===== src/rtl/lcd_message_sequencer_if.sv =====
// Host-side buffer/control signals and executor command pins of the LCD message sequencer.
// The slave modport is the sequencer's view; the master modport is the host/executor side.
interface lcd_message_sequencer_if;
    logic       wr_en;
    logic [4:0] wr_addr;
    logic [7:0] wr_data;
    logic       start;
    logic       busy;
    logic       done;
    logic       exe_rdy;
    logic       exe_enb;
    logic       exe_rst_n;
    logic [3:0] exe_op;
    logic [7:0] exe_data;

    modport master (
        output wr_en, wr_addr, wr_data, start, exe_rdy,
        input  busy, done, exe_enb, exe_rst_n, exe_op, exe_data
    );

    modport slave (
        input  wr_en, wr_addr, wr_data, start, exe_rdy,
        output busy, done, exe_enb, exe_rst_n, exe_op, exe_data
    );
endinterface


===== src/rtl/lcd_message_sequencer.sv =====
// Streams a 32-character, two-line message to the LCD executor, one command per RDY pulse,
// and re-initialises the executor after every reset of this block.
module lcd_message_sequencer #(
    parameter bit WAIT_2S = 1'b0
) (
    input  logic                    clk,
    input  logic                    rst,
    lcd_message_sequencer_if.slave  bus
);
    typedef enum logic [1:0] {S_INIT, S_IDLE, S_ISSUE, S_DRAIN} state_e;

    localparam logic [5:0] LAST    = WAIT_2S ? 6'd35 : 6'd34;
    localparam logic [3:0] OP_NONE = 4'd15;

    state_e     state_q, state_d;
    logic [5:0] k_q, k_d;
    logic [3:0] op_q, op_d;
    logic [7:0] data_q, data_d;
    logic       rst_n_q, rst_n_d;
    logic       done_q, done_d;
    logic       enb_q, enb_d;
    logic [7:0] cur_data;
    logic [7:0] msg_q [32];

    // Op of command k; only evaluated for k <= LAST, so k35 is the 2 s wait.
    function automatic logic [3:0] op_of(input logic [5:0] k);
        if (k == 6'd0)                    return 4'd0;
        else if (k == 6'd1 || k == 6'd18) return 4'd3;
        else if (k <= 6'd34)              return 4'd1;
        else                              return 4'd4;
    endfunction

    // Message buffer is never reset so a mid-sequence reset keeps the text.
    always_ff @(posedge clk) begin
        if (bus.wr_en) msg_q[bus.wr_addr] <= bus.wr_data;
    end

    always_comb begin
        cur_data = 8'h00;
        if (k_q >= 6'd2 && k_q <= 6'd17)       cur_data = msg_q[5'(k_q - 6'd2)];
        else if (k_q == 6'd18)                 cur_data = 8'h40;
        else if (k_q >= 6'd19 && k_q <= 6'd34) cur_data = msg_q[5'(k_q - 6'd3)];
    end

    always_comb begin
        state_d = state_q;
        k_d     = k_q;
        op_d    = op_q;
        data_d  = data_q;
        rst_n_d = rst_n_q;
        done_d  = 1'b0;
        enb_d   = 1'b1;
        case (state_q)
            S_INIT: if (bus.exe_rdy) begin
                rst_n_d = 1'b1;
                state_d = S_IDLE;
            end
            // An RDY edge here accepts OP_NONE; START still wins and k0 shows next cycle.
            S_IDLE: if (bus.start) begin
                k_d     = 6'd0;
                op_d    = op_of(6'd0);
                state_d = S_ISSUE;
            end
            S_ISSUE: if (bus.exe_rdy) begin
                data_d = cur_data;
                k_d    = k_q + 6'd1;
                if (k_q == LAST) begin
                    op_d    = OP_NONE;
                    state_d = S_DRAIN;
                end else begin
                    op_d = op_of(k_q + 6'd1);
                end
            end
            S_DRAIN: if (bus.exe_rdy) begin
                state_d = S_IDLE;
                done_d  = 1'b1;
            end
            default: state_d = S_INIT;
        endcase
    end

    always_ff @(posedge clk) begin
        if (rst) begin
            state_q <= S_INIT;
            k_q     <= 6'd0;
            op_q    <= OP_NONE;
            data_q  <= 8'h00;
            rst_n_q <= 1'b0;
            done_q  <= 1'b0;
            enb_q   <= 1'b0;
        end else begin
            state_q <= state_d;
            k_q     <= k_d;
            op_q    <= op_d;
            data_q  <= data_d;
            rst_n_q <= rst_n_d;
            done_q  <= done_d;
            enb_q   <= enb_d;
        end
    end

    assign bus.busy      = (state_q != S_IDLE);
    assign bus.done      = done_q;
    assign bus.exe_enb   = enb_q;
    assign bus.exe_rst_n = rst_n_q;
    assign bus.exe_op    = op_q;
    assign bus.exe_data  = data_q;
endmodule


===== src/flat_wrapper.sv =====
// flat-port wrapper written by rule: the top's interface ports become plain ports
module lcd_message_sequencer_flat 
#(
    parameter bit WAIT_2S = 1'b0
)
  (clk, rst, bus_wr_en, bus_wr_addr, bus_wr_data, bus_start, bus_exe_rdy, bus_busy, bus_done, bus_exe_enb, bus_exe_rst_n, bus_exe_op, bus_exe_data);
  lcd_message_sequencer_if bus_i ();
  input  logic clk;
  input  logic rst;
  input wire logic [$bits(bus_i.wr_en)-1:0] bus_wr_en;
  input wire logic [$bits(bus_i.wr_addr)-1:0] bus_wr_addr;
  input wire logic [$bits(bus_i.wr_data)-1:0] bus_wr_data;
  input wire logic [$bits(bus_i.start)-1:0] bus_start;
  input wire logic [$bits(bus_i.exe_rdy)-1:0] bus_exe_rdy;
  output wire logic [$bits(bus_i.busy)-1:0] bus_busy;
  output wire logic [$bits(bus_i.done)-1:0] bus_done;
  output wire logic [$bits(bus_i.exe_enb)-1:0] bus_exe_enb;
  output wire logic [$bits(bus_i.exe_rst_n)-1:0] bus_exe_rst_n;
  output wire logic [$bits(bus_i.exe_op)-1:0] bus_exe_op;
  output wire logic [$bits(bus_i.exe_data)-1:0] bus_exe_data;
  assign bus_i.wr_en = bus_wr_en;
  assign bus_i.wr_addr = bus_wr_addr;
  assign bus_i.wr_data = bus_wr_data;
  assign bus_i.start = bus_start;
  assign bus_i.exe_rdy = bus_exe_rdy;
  assign bus_busy = bus_i.busy;
  assign bus_done = bus_i.done;
  assign bus_exe_enb = bus_i.exe_enb;
  assign bus_exe_rst_n = bus_i.exe_rst_n;
  assign bus_exe_op = bus_i.exe_op;
  assign bus_exe_data = bus_i.exe_data;
  lcd_message_sequencer #(.WAIT_2S(WAIT_2S)) u_core (.clk(clk), .rst(rst), .bus(bus_i));
endmodule

===== config.mk =====
export PLATFORM = sky130hd
export DESIGN_NAME = lcd_message_sequencer_flat
export DESIGN_NICKNAME = d
export VERILOG_FILES = /design/src/rtl/lcd_message_sequencer_if.sv /design/src/rtl/lcd_message_sequencer.sv /design/src/flat_wrapper.sv
export SDC_FILE = /design/constraint.sdc
export NUM_CORES = 1
export LEC_CHECK = 0
export ABC_AREA = 1
export BUFFER_PORTS_ARGS = -buffer_cell sky130_fd_sc_hd__buf_2
export CAP_MARGIN = 20
export CORE_ASPECT_RATIO = 0.75
export CORE_MARGIN = 4
export CORE_UTILIZATION = 35
export CTS_CLUSTER_SIZE = 40
export DETAILED_ROUTE_END_ITERATION = 10
export GPL_TIMING_DRIVEN = 1
export PLACE_DENSITY = 0.47
export SLEW_MARGIN = 20
export SYNTH_ARGS = -nofsm -noshare
export SYNTH_HDL_FRONTEND = slang
export SYNTH_SLANG_ARGS = --single-unit

===== constraint.sdc =====
create_clock -name clk -period 5.2 [get_ports clk]
set_input_delay 0.78 -clock clk [delete_from_list [all_inputs] [get_ports clk]]
set_output_delay 0.78 -clock clk [all_outputs]
set_load 0.01 [all_outputs]

== After elaboration in Yosys (flattened, before gate mapping) ==
Memories as Yosys holds them, arrays and structs flattened.
Cells that the tools add are included.

* $add $sub $neg: 3
* Multiply operators: 0
* Divide/modulo/power cells: 0
* $lt $le $gt $ge: 5
* Equality and inequality tests: 12
* Shift operators: 0
* Multiplexer cells: 22
* Bitwise gates (word level): 1
* Reductions and logical operators: 12

{| class="wikitable"
|+ Operators by type and width
! operator !! count
|-
| $mux W8 || 3
|-
| $mux W4 || 5
|-
| $eq A6 B5 Y1 const B || 2
|-
| $le A6 B6 Y1 const B || 2
|-
| $mux W6 || 2
|-
| $pmux W6 S2 || 1
|-
| $sub A5 B2 Y5 const B || 2
|-
| $mux W2 || 4
|-
| $pmux W4 S2 || 1
|-
| $add A6 B1 Y6 const B || 1
|-
| $eq A6 B1 Y1 const B || 1
|-
| $eq A6 B6 Y1 const B || 1
|-
| $ge A6 B2 Y1 const B || 1
|-
| $ge A6 B5 Y1 const B || 1
|-
| $le A6 B5 Y1 const B || 1
|-
| $logic_not A6 Y1 || 1
|-
| $ne A2 B1 Y1 const B || 3
|-
| $pmux W2 S3 || 1
|-
| $eq A2 B2 Y1 const B || 2
|-
| $mux W1 || 4
|-
| $ne A2 B2 Y1 const B || 2
|-
| $reduce_and A2 Y1 || 2
|-
| $reduce_and A4 Y1 || 1
|-
| $reduce_or A2 Y1 || 2
|-
| 8 further kinds || 9
|}

* Flip-flop bits (word level): 23
* Bits in latches: 0
* RAM bits: 256
* Bits in read-only memories: 0
* Logic and storage cells: 63
* Memories kept: 1

{| class="wikitable"
|+ Memories
! name !! depth !! bits a word !! rd ports !! clocked after Yosys merged registers in !! wr ports !! line !! source
|-
| u_core.msg_q || 32 || 8 || 2 || 0 || 1 || lcd_message_sequencer.sv:23 || <nowiki>logic [7:0] msg_q [32];</nowiki>
|}

== Logic depth before layout (Yosys ltp) ==
* Depth in word-level cells: 8
* Mapped depth: 17
* Mapped depth without buffers: 13

== Worst setup path before layout ==
Ideal clock, no wire load.

* Kind: register to register
* From: reg u_core.k_q[1]
* To: reg u_core.data_q[3], in the netlist u_core.bus.exe_data[3]
* Setup time: 0.109 ns
* Data arrival time: 2.211 ns
* Required time: 5.091 ns
* Path slack: 2.881 ns
* Stages on the path, launching flop included: 16
* Path buffers: 3
* Clock period less this slack: 2.319 ns
* Path through: dfxtp_1 > inv_1 > clkbuf_1 > ha_1 > inv_2 > buf_2 > clkbuf_1 > nand3_1 > nand3_1 > nand3_1 > nand2_1 > nand2_1 > nand3_1 > nand3_1 > nand2_1 > inv_1

* Word-level cells in the longest chain between the ends: 5
* Elaborated cells on any way between the ends: 13

{| class="wikitable"
|+ RTL lines
! what !! line !! source
|-
| start, declared || lcd_message_sequencer.sv:16 || <nowiki>logic [5:0] k_q, k_d;</nowiki>
|-
| start signal, assigned || lcd_message_sequencer.sv:93 || <nowiki>k_q <= k_d;</nowiki>
|-
| $sub A5 B2 Y5 (tied with other cells) || lcd_message_sequencer.sv:42 || <nowiki>else if (k_q >= 6'd19 && k_q <= 6'd34) cur_data = msg_q[5'(k_q - 6'd3)];</nowiki>
|-
| $mem_v2 Z32 W8 or $logic_and A1 B1 Y1 (tied branches) || - ||
|-
| $mux W8 || lcd_message_sequencer.sv:42 ||
|-
| $mux W8 || lcd_message_sequencer.sv:41 || <nowiki>else if (k_q == 6'd18) cur_data = 8'h40;</nowiki>
|-
| $mux W8 (*) || lcd_message_sequencer.sv:40 || <nowiki>if (k_q >= 6'd2 && k_q <= 6'd17) cur_data = msg_q[5'(k_q - 6'd2)];</nowiki>
|-
| end signal, assigned || lcd_message_sequencer.sv:95 || <nowiki>data_q <= data_d;</nowiki>
|-
| end, declared || lcd_message_sequencer.sv:18 || <nowiki>logic [7:0] data_q, data_d;</nowiki>
|}

Mark *: on every way between the ends. The rest lies on a longest branch, timed or not.
A chain may end at the register's enable or synchronous reset.

== Worst setup path in the final report ==
* From: reg u_core.k_q[1]
* To: reg u_core.data_q[0], in the netlist u_core.bus.exe_data[0]

Same word-level chain as after synthesis.

==> reports/qor.yml <==
status: "completed"
synth.top_cells.by_area: "edfxtp_1 (53%), nand3_1 (9.9%), nand2_1 (6.2%)"
number_of_cell_instances_on_the_worst_register_to_register_path: 11
yosys.area.top_type_share_pct: 53.5
ys_warn_count: 0
detail_route.iter0.violations: 1407
tritoncts: "yes"
synth_async_sr_flop_share_pct: 0
synthDominantAreaCellType: "edfxtp_1"
path_clk_slew_ns: 0.06
detailed_place_hpwl_um: 29800
diodes: 0
mappedNetlistNets: 1597
final.min_clock_period_ns: 3.29
ports_placed_on_the_boundary: 34
detail_route.drc_violations: 0
pre_cts_ws_ns: 1.97
start_util_pct: 35.9
synth_flop_cell: "edfxtp_1"
h-tree-depth: 1
slew_headroom_pct: 23.9
p_clk_share_pct: 37.5
post-cts-setup-buffer-count: 0
routabilityCongestion: 0.885
detail_route.first_pass.iterations: 6
cts.sinks: 279
synth_area_per_cell_um2: 9.19
numCtsBuffers: 31
setup_viol: 0
core-area_um2: 40000
power_frac_seq_pct: 45.4
netlist_area_um2: 14400
crit_arrival_ns: 3.81
cp_common_cell: "nand3_1"
globalRoute.totalOverflow: 0
timing.final.ws_setup_ns: 1.91
critical_path.slowest_cell: "inv_1"
power_frac_comb_pct: 17.1
synth_edf_count: 256
total_nets_final: 1572
detail-route-antenna-nets: 0
final.setup_skew_ns: 0.0102
rsz0062_at_grt: "false"
p_int_uw: 4010
yosys.cell_count.top_type: "nand3_1"
cp-startpoint: "u_core.k_q[1]"
max-clock-path-buffers: 3
fin_setup_tns_ns: 0
grt_first_pass_wirelength_um: 68700
r2r_slack_ns: 1.91
regToRegStartpoint: "u_core.k_q[1]"
crit_required_ns: 5.72
timing.rr.end: "u_core.bus.exe_data[0]"
worst_setup_path_start_kind: "register"
timing.critical_path.fanout_max: 21
crit_path_end: "u_core.bus.exe_data[0]"
antenna_violations_before_repair: 2
timing_worst_slew_pin_value_ns: 1.14
vdd.ir_drop.worst_mv: 0.232
p_per_area_nw_per_um2: 358
timing.critical_path.max_delay_family: "buffers and inverters"
power_switching_share_pct: 29.0
largest_net_degree_at_the_start_of_global_routing: 250
die_area_um2: 44400
vias_per_cell: 5.48
maxClockFrequency_mhz: 304
cts_root_buffer: "clkbuf_16"
slew_violations: 0
drv_cap: 0
ys_types: 33
worst_path_largest_cell_delay_ns: 0.77
routed_wl_um: 46700
cp-end-kind: "register"
post_drt_wl_per_cell_um: 22.5
path_cells: "inv_1 > ha_1 > xnor2_4 > buf_4 > inv_1 > nand3_1 > nand3_1 > nand3_1 > nand3_1 > nand2_1 > inv_1"
ctsHoldBuffers: 0
postCtsResizedCells: 0
critPathBufInv: 4
synthTopCellsByCount: "nand3_1 (283), edfxtp_1 (256), nand2_1 (237), inv_1 (150), a21oi_1 (144)"
path_depth: 11
net-switching-power_uw: 1630
insertion_delay_ns: 0.57
power.static_leakage_uw: 0.00566
die_h_um: 184
floorplan.rows: 63
timing.final.hold_violations: 0
min_path_type: "reg2reg"
timing.final.crit_share_pct: 63.2
postSynthRegisterBits: 279
synth_seq_area_share_pct: 56.7
first_global_vias: 10600
min_delay_path_depth: 2
vias: 11400
fin_util_pct: 39.3
synth_cells: 1565
fraction_of_final_layout_cells_sized_beyond_drive_strength_1_pct: 6.74
place.port_buffers: 33
die-width_um: 242
grtUsageTotal_pct: 20.5
synthesis_to_layout_area_growth_pct: 9.48
timing.setup.critical_path_class: "reg2reg"
==> worst register-to-register path: cells and delay by family, from the launching register on <==
kind / cells / cell delay [ns]
adders and majority gates: 1 / 0.40
and+or+nand+nor: 5 / 0.80
DFF: 1 / 0.34
buffers and inverters: 4 / 1.64
xor gates and xnor gates: 1 / 0.07
==> how the worst min path moves through the flow <==
stage	from	end	slack, ns
2_1_floorplan	u_core.bus.exe_op[3]	u_core.bus.exe_op[3]	0.47
3_3_place_gp	u_core.bus.exe_op[3]	u_core.bus.exe_op[3]	0.43
3_5_place_dp	u_core.bus.exe_op[3]	u_core.bus.exe_op[3]	0.44
4_1_cts	bus_exe_rdy	u_core.bus.done	0.44
5_1_grt	bus_exe_rdy	u_core.bus.done	0.45
6_report	u_core.bus.exe_op[3]	u_core.bus.exe_op[3]	0.45
==> registers in the layout, indices dropped and copies added (netlist names) <==
signal / count
u_core.bus.done: 1
u_core.bus.exe_data: 8
u_core.bus.exe_enb: 1
u_core.bus.exe_op: 4
u_core.bus.exe_rst_n: 1
u_core.k_q: 6
u_core.msg_q: 256
u_core.state_q: 2
==> kinds of logic (layout without fill, tap and decap cells) <==
family	Yosys count	after routing	synth area share (%)
buffers and inverters	265	258	8.08
AO/OA/AOI/OAI	378	378	14.4
adder cells (fa/ha/maj)	14	14	1.22
XOR/XNOR	5	5	0.540
flip-flops	279	279	56.7
AND/OR/NAND/NOR	624	624	19.1
==> power by group through the flow <==
stage | clock network [uW] | logic [uW] | registers [uW]
finish | 2110 | 964 | 2560
global route | 2250 | 1080 | 2560
CTS | 2160 | 964 | 2560
detailed placement | 0 | 960 | 2610
global placement | 0 | 963 | 2600
floorplan | 0 | 661 | 2590
==> metal layers <==
metal	track usage (%)	share of wire (%)	vias to the layer above
met1	30.3	47	5450
met4	4.64	2.2	0
met2	30.1	42	436
li1	-	-	5431
met5	0	0	-
met3	5.42	9.0	69
==> area by class of cell <==
cell class	count	area, um2
clock inverters	14	135
fillers	3954	24300
clock buffers	37	798
well taps	520	651
inverters	157	589
flip-flops and latches	279	8160
repair buffers	50	318
multi-input cells	1021	5090
==> metrics by stage <==
step / hold slack (ns) / area (um2) / cells / total power (uW)
2_1_floorplan: 0.472 / 14400 / 1565 / 3250
3_3_place_gp: 0.431 / 14800 / 2027 / 3570
3_5_place_dp: 0.438 / 14800 / 2027 / 3570
4_1_cts: 0.445 / 15700 / 2078 / 5680
5_1_grt: 0.452 / 15700 / 2078 / 5900
6_report: 0.453 / 15700 / 2078 / 5640
==> cells in the final DEF (no fill, tap or decap), types with 3 or more instances in the layout <==
cell type,synthesis,layout
nand2_1,237,237
clkbuf_16,0,31
dfxtp_1,23,21
o211ai_1,63,63
nor2_1,91,91
ha_1,14,13
nand3_1,283,283
bufinv_16,0,3
nand4_1,3,3
clkbuf_1,30,6
o21ai_0,110,110
clkinv_1,2,12
a21oi_1,144,144
nand2_2,3,3
o21ai_1,56,56
inv_2,5,5
buf_4,5,15
inv_1,150,150
buf_2,52,33
edfxtp_1,256,256
No activity file was read; power rests on OpenSTA's default activity.
